`config.mk`:
```
export PLATFORM = sky130hd
export DESIGN_NAME = input_port_vc_buffer
export DESIGN_NICKNAME = d
export VERILOG_FILES = /design/src/rtl/input_port_vc_buffer_pkg.sv /design/src/rtl/input_port_vc_buffer_fifo_vc.sv /design/src/rtl/input_port_vc_buffer.sv
export SDC_FILE = /design/constraint.sdc
export NUM_CORES = 1
export LEC_CHECK = 0
export BUFFER_PORTS_ARGS = -buffer_cell sky130_fd_sc_hd__clkbuf_2
export CAP_MARGIN = 20
export CORE_ASPECT_RATIO = 0.6
export CORE_MARGIN = 3
export CORE_UTILIZATION = 52
export CTS_BUF_LIST = sky130_fd_sc_hd__clkbuf_16
export CTS_CLUSTER_SIZE = 10
export DETAILED_ROUTE_END_ITERATION = 10
export GPL_ROUTABILITY_DRIVEN = 1
export MAX_ROUTING_LAYER = met4
export PLACE_DENSITY = 0.75
export SYNTH_ARGS = -nofsm -noshare
export SYNTH_HDL_FRONTEND = slang
export SYNTH_HIERARCHICAL = 1
export SYNTH_SLANG_ARGS = --single-unit
```
`constraint.sdc`:
```
create_clock -name clk -period 2.05 [get_ports clk]
set_clock_uncertainty 0.2 [all_clocks]
set_input_delay 0.205 -clock clk [delete_from_list [all_inputs] [get_ports clk]]
set_output_delay 0.205 -clock clk [all_outputs]
set_load 0.1 [all_outputs]
```
`src/rtl/input_port_vc_buffer_pkg.sv`:
```
`default_nettype none
// ============================================================================
// input_port_vc_buffer_pkg : shared sizing constants for the VC input buffer
// Rev 1.0
// ============================================================================
package input_port_vc_buffer_pkg;

  localparam int c_DATA_W     = 5;
  localparam int c_DEPTH      = 4;
  localparam int c_AF_THRESH  = 3;
  localparam int c_VC_SEL_BIT = c_DATA_W;

endpackage
`default_nettype wire

```
`src/rtl/input_port_vc_buffer_fifo_vc.sv`:
```
`default_nettype none
// ============================================================================
// fifo_vc : DEPTH x DATA_W first-word-fall-through FIFO with flags and
//           overflow/underflow pulses. Rev 1.0
// ============================================================================
module fifo_vc #(
  parameter int DATA_W    = 5,
  parameter int DEPTH     = 4,
  parameter int AF_THRESH = 3
) (
  input  logic              clk,
  input  logic              rst_n,
  input  logic              i_push,
  input  logic              i_pop,
  input  logic [DATA_W-1:0] i_data,
  output logic [DATA_W-1:0] o_data,
  output logic              o_empty,
  output logic              o_full,
  output logic              o_afull,
  output logic              o_overflow,
  output logic              o_underflow
);

  localparam int PW = $clog2(DEPTH);
  localparam int CW = PW + 1;
  localparam logic [CW-1:0] c_DEPTH_CNT = CW'(DEPTH);
  localparam logic [CW-1:0] c_AF_CNT    = CW'(AF_THRESH);

  logic [DATA_W-1:0] r_mem [DEPTH];
  logic [PW-1:0]     r_wptr;
  logic [PW-1:0]     r_rptr;
  logic [CW-1:0]     r_count;

  logic w_push_ok;
  logic w_pop_ok;

  assign o_empty = (r_count == '0);
  assign o_full  = (r_count == c_DEPTH_CNT);
  assign o_afull = (r_count >= c_AF_CNT);

  // A full FIFO still accepts a push when the head leaves in the same cycle.
  assign w_pop_ok    = i_pop && !o_empty;
  assign w_push_ok   = i_push && (!o_full || i_pop);
  assign o_overflow  = i_push && o_full && !i_pop;
  assign o_underflow = i_pop && o_empty;

  assign o_data = o_empty ? '0 : r_mem[r_rptr];

  always_ff @(posedge clk or negedge rst_n) begin
    if (!rst_n) begin
      r_wptr  <= '0;
      r_rptr  <= '0;
      r_count <= '0;
      for (int i = 0; i < DEPTH; i++) begin
        r_mem[i] <= '0;
      end
    end else begin
      if (w_push_ok) begin
        r_mem[r_wptr] <= i_data;
        r_wptr        <= r_wptr + 1'b1;
      end
      if (w_pop_ok) begin
        r_rptr <= r_rptr + 1'b1;
      end
      case ({w_push_ok, w_pop_ok})
        2'b10:   r_count <= r_count + 1'b1;
        2'b01:   r_count <= r_count - 1'b1;
        default: r_count <= r_count;
      endcase
    end
  end

endmodule
`default_nettype wire

```
`src/rtl/input_port_vc_buffer.sv`:
```
`default_nettype none
// ============================================================================
// input_port_vc_buffer : two-VC router input buffer (demux, pause, sticky err)
// Rev 1.0
// ============================================================================
module input_port_vc_buffer
  import input_port_vc_buffer_pkg::*;
#(
  parameter int DATA_W    = c_DATA_W,
  parameter int DEPTH     = c_DEPTH,
  parameter int AF_THRESH = c_AF_THRESH
) (
  input  logic              clk,
  input  logic              reset_L,
  input  logic [DATA_W:0]   data_in,
  input  logic              valid_in,
  input  logic              popVC0,
  input  logic              popVC1,
  output logic [DATA_W-1:0] VC0_out,
  output logic [DATA_W-1:0] VC1_out,
  output logic              validVC0,
  output logic              validVC1,
  output logic              emptyVC0,
  output logic              emptyVC1,
  output logic              fullVC0,
  output logic              fullVC1,
  output logic              almost_fullVC0,
  output logic              almost_fullVC1,
  output logic              pause,
  output logic              error_out
);

  logic w_sel;
  logic w_push0, w_push1;
  logic w_ovf0, w_ovf1, w_unf0, w_unf1;
  logic r_error;

  assign w_sel   = data_in[DATA_W];
  assign w_push0 = valid_in && !w_sel;
  assign w_push1 = valid_in && w_sel;

  fifo_vc #(.DATA_W(DATA_W), .DEPTH(DEPTH), .AF_THRESH(AF_THRESH)) u_vc0 (
    .clk         (clk),
    .rst_n       (reset_L),
    .i_push      (w_push0),
    .i_pop       (popVC0),
    .i_data      (data_in[DATA_W-1:0]),
    .o_data      (VC0_out),
    .o_empty     (emptyVC0),
    .o_full      (fullVC0),
    .o_afull     (almost_fullVC0),
    .o_overflow  (w_ovf0),
    .o_underflow (w_unf0)
  );

  fifo_vc #(.DATA_W(DATA_W), .DEPTH(DEPTH), .AF_THRESH(AF_THRESH)) u_vc1 (
    .clk         (clk),
    .rst_n       (reset_L),
    .i_push      (w_push1),
    .i_pop       (popVC1),
    .i_data      (data_in[DATA_W-1:0]),
    .o_data      (VC1_out),
    .o_empty     (emptyVC1),
    .o_full      (fullVC1),
    .o_afull     (almost_fullVC1),
    .o_overflow  (w_ovf1),
    .o_underflow (w_unf1)
  );

  assign validVC0  = !emptyVC0;
  assign validVC1  = !emptyVC1;
  assign pause     = almost_fullVC0 | almost_fullVC1;
  assign error_out = r_error;

  always_ff @(posedge clk or negedge reset_L) begin
    if (!reset_L) begin
      r_error <= 1'b0;
    end else if (w_ovf0 || w_ovf1 || w_unf0 || w_unf1) begin
      r_error <= 1'b1;
    end
  end

endmodule
`default_nettype wire
```
# After elaboration in Yosys (flattened, before gate mapping)
# Cells that the tools add are included.
[word_totals] regBits=55 latch_bits=0 mem_bits_rw=0 rom_bits=0 inputBits=11 out_inout_bits=20 elab_cells=88 memories=0
[classes] add_sub_neg=8 mul=0 div=0 n_lt_le_gt_ge=8 n_eq_ne=6 shift=0 n_mux=16 bitwise=5 n_reduce_logical=30
[ops] operator="$bwmux W20" n=2
[ops] operator="$mux W5" n=8
[ops] operator="$bmux W5 S2" n=2
[ops] operator="$demux W5 S2" n=2
[ops] operator="$logic_and A1 B1 Y1" n=14
[ops] operator="$ge A3 B3 Y1 const B" n=4
[ops] operator="$not A2 Y3" n=4
[ops] operator="$pmux W3 S2" n=2
[ops] operator="$add A2 B1 Y2 const B" n=4
[ops] operator="$logic_not A1 Y1" n=7
[ops] operator="$add A3 B1 Y3 const B" n=2
[ops] operator="$eq A3 B3 Y1 const B" n=2
[ops] operator="$ge A3 B2 Y1 const B" n=2
[ops] operator="$logic_not A3 Y1" n=2
[ops] operator="$lt A3 B1 Y1 const B" n=2
[ops] operator="$sub A3 B1 Y3 const B" n=2
[ops] operator="$logic_or A1 B1 Y1" n=5
[ops] operator="$eq A2 B1 Y1 const B" n=2
[ops] operator="$eq A2 B2 Y1 const B" n=2
[ops] operator="$reduce_bool A2 Y1" n=2
[ops] operator="$or A1 B1 Y1" n=1

# Longest topological paths before layout
[logic_depth] word_depth=7 mapped_depth=9 depth_no_buf=8

# Modules after synthesis
# Netlist, hierarchy kept.
[modules_own_cells] mod="fifo_vc" n_inst=2 cells_per_inst=98 area_each_um2=1351.3 seq_area_each_um2=675.6
[modules_own_cells] mod="input_port_vc_buffer" n_inst=1 cells_per_inst=9 area_each_um2=63.8 seq_area_each_um2=25.0

# Worst setup path after synthesis
# OpenSTA, ideal clock, no wires.
[synth_path] kind="register -> output" startpoint="reg u_vc0.r_count[1]" endpoint="out validVC0" arrival_ns=2.179 required_time_ns=1.645 setup_slack_ns=-0.534 path_stages_with_launch=5 path_buffers=1 cell_sequence="dfrtp_1 > or3_1 > buf_2 > inv_1 > inv_1"
[synth_via] elab_chain_cells=2
[synth_rtl] item="start: declaration" line_no="input_port_vc_buffer_fifo_vc.sv:32" source="logic [CW-1:0] r_count;"
[synth_rtl] item="start signal: assignment" line_no="input_port_vc_buffer_fifo_vc.sv:66" source="2'b10: r_count <= r_count + 1'b1;"
[synth_rtl] item="start signal: assignment" line_no="input_port_vc_buffer_fifo_vc.sv:67" source="2'b01: r_count <= r_count - 1'b1;"
[synth_rtl] item="start signal: assignment" line_no="input_port_vc_buffer_fifo_vc.sv:68" source="default: r_count <= r_count;"
[synth_rtl] item="$logic_not A3 Y1" line_no="input_port_vc_buffer_fifo_vc.sv:37" source="assign o_empty = (r_count == '0);"
[synth_rtl] item="net emptyVC0" line_no="input_port_vc_buffer.sv:23" source="output logic emptyVC0,"
[synth_rtl] item="$logic_not A1 Y1" line_no="input_port_vc_buffer.sv:70" source="assign validVC0 = !emptyVC0;"
[synth_rtl] item="end: declaration" line_no="input_port_vc_buffer.sv:21" source="output logic validVC0,"
# The timed path passes the listed nets, and every way through them passes these cells.

# Final worst setup path
[layout_path] startpoint="reg u_vc0.r_count[1]" endpoint="out validVC0"
[layout_via] elab_chain_cells=2
[layout_rtl] item="$logic_not A3 Y1" line_no="input_port_vc_buffer_fifo_vc.sv:37"
[layout_rtl] item="$logic_not A1 Y1" line_no="input_port_vc_buffer.sv:70"
# Every way passes these cells.

==> impl_metrics.toml <==
[timing]
worst_slew_pin_slew_ps = 610
setup_violations = 16
setup_tns_ps = -758
timing.fmax_mhz = 463
maxSlewHeadroom_pct = 59.3
maxSlewViolCount = 0
min_period_over_period_pct = 105
rsz0062_at_grt = "true"
hold_ws_ps = 64.8
hold_viol = 0
final.setup.worst_slack_ps = -110
period_needed_ps = 2160

[run_status]
violations = "negative setup slack"
status = "complete, but fails checks"

[logic_synthesis]
synth_area_sq_um = 2770
ys_seq_area_share_pct = 49.8
synthesis.nets = 228
avgSynthCellArea_sq_um = 13.5
syn_inst = 205
yosysTopAreaCell = "dfrtp_1"
synth_seq_cells = 55
synth_cell_type_count = 24
synthTopCellsByArea = "dfrtp_1 50%, mux2_2 17%, mux4_2 8.1%"
ys_warn_count = 6
synth_top_area_share_pct = 49.8

[die]
io_pins = 31
die_x_um = 100
start_util_pct = 57.0
die_h_um = 62.5
dieArea_sq_um = 6260
fp-row-count = 19
core-area_sq_um = 4850

[hold_path]
hp-start = "data_in[4]"
hold_class = "in -> reg"

[run]
maxCapViolations = 0

[cts]
tritoncts = "yes"
numCtsBuffers = 5
cts_root_buffer = "clkbuf_16"
clock_sinks = 55
path_clk_slew_ps = 70
cts_buffer_depth = 2
clkLatencyLatePin_ps = 290
htreeDepth = 2

[cells_and_area]
fin_util_pct = 77.5
layout_commonest_cell = "dfrtp_1"
nNetsFinal = 298
fin_cells = 339
area_growth_pct = 35.8
antennaDiodeCount = 0
fill_cells = 293
layout_common_cells = "53 x dfrtp_1, 42 x mux2_2, 36 x buf_4"
drive_gt1_share_pct = 58.0

[global_route]
grt_max_degree = 35
grt_pass1_vias = 1947
grt.overflow.total = 0
antenna_found_initial = 0
grt_pass1_wl_mm = 10.1
grt_usage_pct = 21.7

[worst_setup_path]
cp_max_fo = 7
worstSetupEndpointType = "output pin"
crit_arrival_ps = 1750
critPathBufInv = 5
crit_required_ps = 1640
crit_path_frequent_cell = "clkinvlp_4"
critPathKind = "reg -> out"
path_cells = "buf_4, or3_4, buf_6, clkinvlp_4, clkinvlp_4, buf_12"
rrSetupSlack_ps = -100
critPathTopFamily = "buffers and inverters"
rr_startpoint = "u_vc1/r_count[1]"
critPathMaxStageDelay_ps = 430
critPathLaunchType = "flip-flop"
cp-startpoint = "u_vc0/r_count[1]"
cp_slowest_cell = "dfrtp_1"

[routing]
routedWlPerCell_um = 18.1
vias_per_cell = 5.32
drc_errors = 0
drt_wl_total_mm = 6.13
drtAntennaViolNets = 0
first_iter_violations = 45
vias = 1803
dr.pass1.iters = 4

[placement]
place_congestion = 0.785
hpwl_mm = 4.12
dp.cells = 322
port_buffers = 30
[flip-flops by register name, summed over array words and instances (netlist names)]
signal and cells:
u_vc0/r_wptr 2, u_vc0/r_mem 20, u_vc1/r_rptr 2, u_vc1/r_count 3, u_vc1/r_mem 20, u_vc1/r_wptr 2
u_vc0/r_rptr 2, u_vc0/r_count 3, error_out 1
[layout make-up]
cell class	instances	area (sq um)	area share, %
tap	63	78.8	2.10
multi-input combinational	130	1380	36.8
sequential	55	1380	36.7
inverter	14	67.6	1.80
clock inverter	3	23.8	0.633
clock buffer	5	125	3.33
timing repair buffer	69	699	18.6
[cells by family (layout without fill, tap and decap cells)]
family	count (synthesis)	count (layout)	share of synthesized area, %
buf+inv	20	91	2.89
mux	54	54	26.0
fa+ha+maj	12	12	5.97
simple gates	50	50	11.0
compound gates	2	2	0.633
xor+xnor	12	12	3.80
flops	55	55	49.8
[Yosys cell counts]
master	instances
xnor2_1	6
ha_1	10
xor2_1	6
nor3_1	1
fa_1	2
and3_1	2
and3b_1	2
nor4b_4	2
mux2i_1	2
or3_1	2
or2_1	1
a21o_2	2
inv_1	14
nand2_1	9
or2b_2	2
mux2_2	42
nor2b_1	1
clkbuf_1	2
buf_2	4
and2_1	15
mux4_2	10
dfrtp_1	55
nor2_1	11
nand3_1	2
[worst paths after layout]
check | end | depth (start not counted)
min | u_vc0/r_mem[14] | 2
min in group asynchronous | u_vc1/r_mem[3] | 2
max reg2reg | u_vc1/r_count[2] | 8
min reg2reg | error_out | 2
max in group asynchronous | u_vc0/r_rptr[0] | 3
max | validVC0 | 6
[through the flow]
stage | cell area [sq um] | worst slack (ps)
global route | 3760 | -248
detailed placement | 3450 | -138
finish | 3760 | -110
global placement | 3450 | -78.8
floorplan | 2810 | -189
CTS | 3720 | -84.5
[per-layer routing]
metal  global-route usage (%)  vias to the layer above  share of wire [%]
li1                         -                      843                  -
met1                     30.6                      910                 47
met2                     32.4                       44                 47
met3                     4.91                        6                5.2
met4                     5.04                        0                1.1
met5                        -                        -                  0
[what timing repair did]
item	in CTS	in global routing
hold buffers	1	0
setup endpoints to repair	17	18
endpoints found under the hold margin	21	0
setup buffers	5	3
gates resized for setup	23	4
pin swaps	19	1
Power is left out: the tool's default activity adds up to more than one toggle a clock period on the data nets, which glitch-free logic cannot reach.
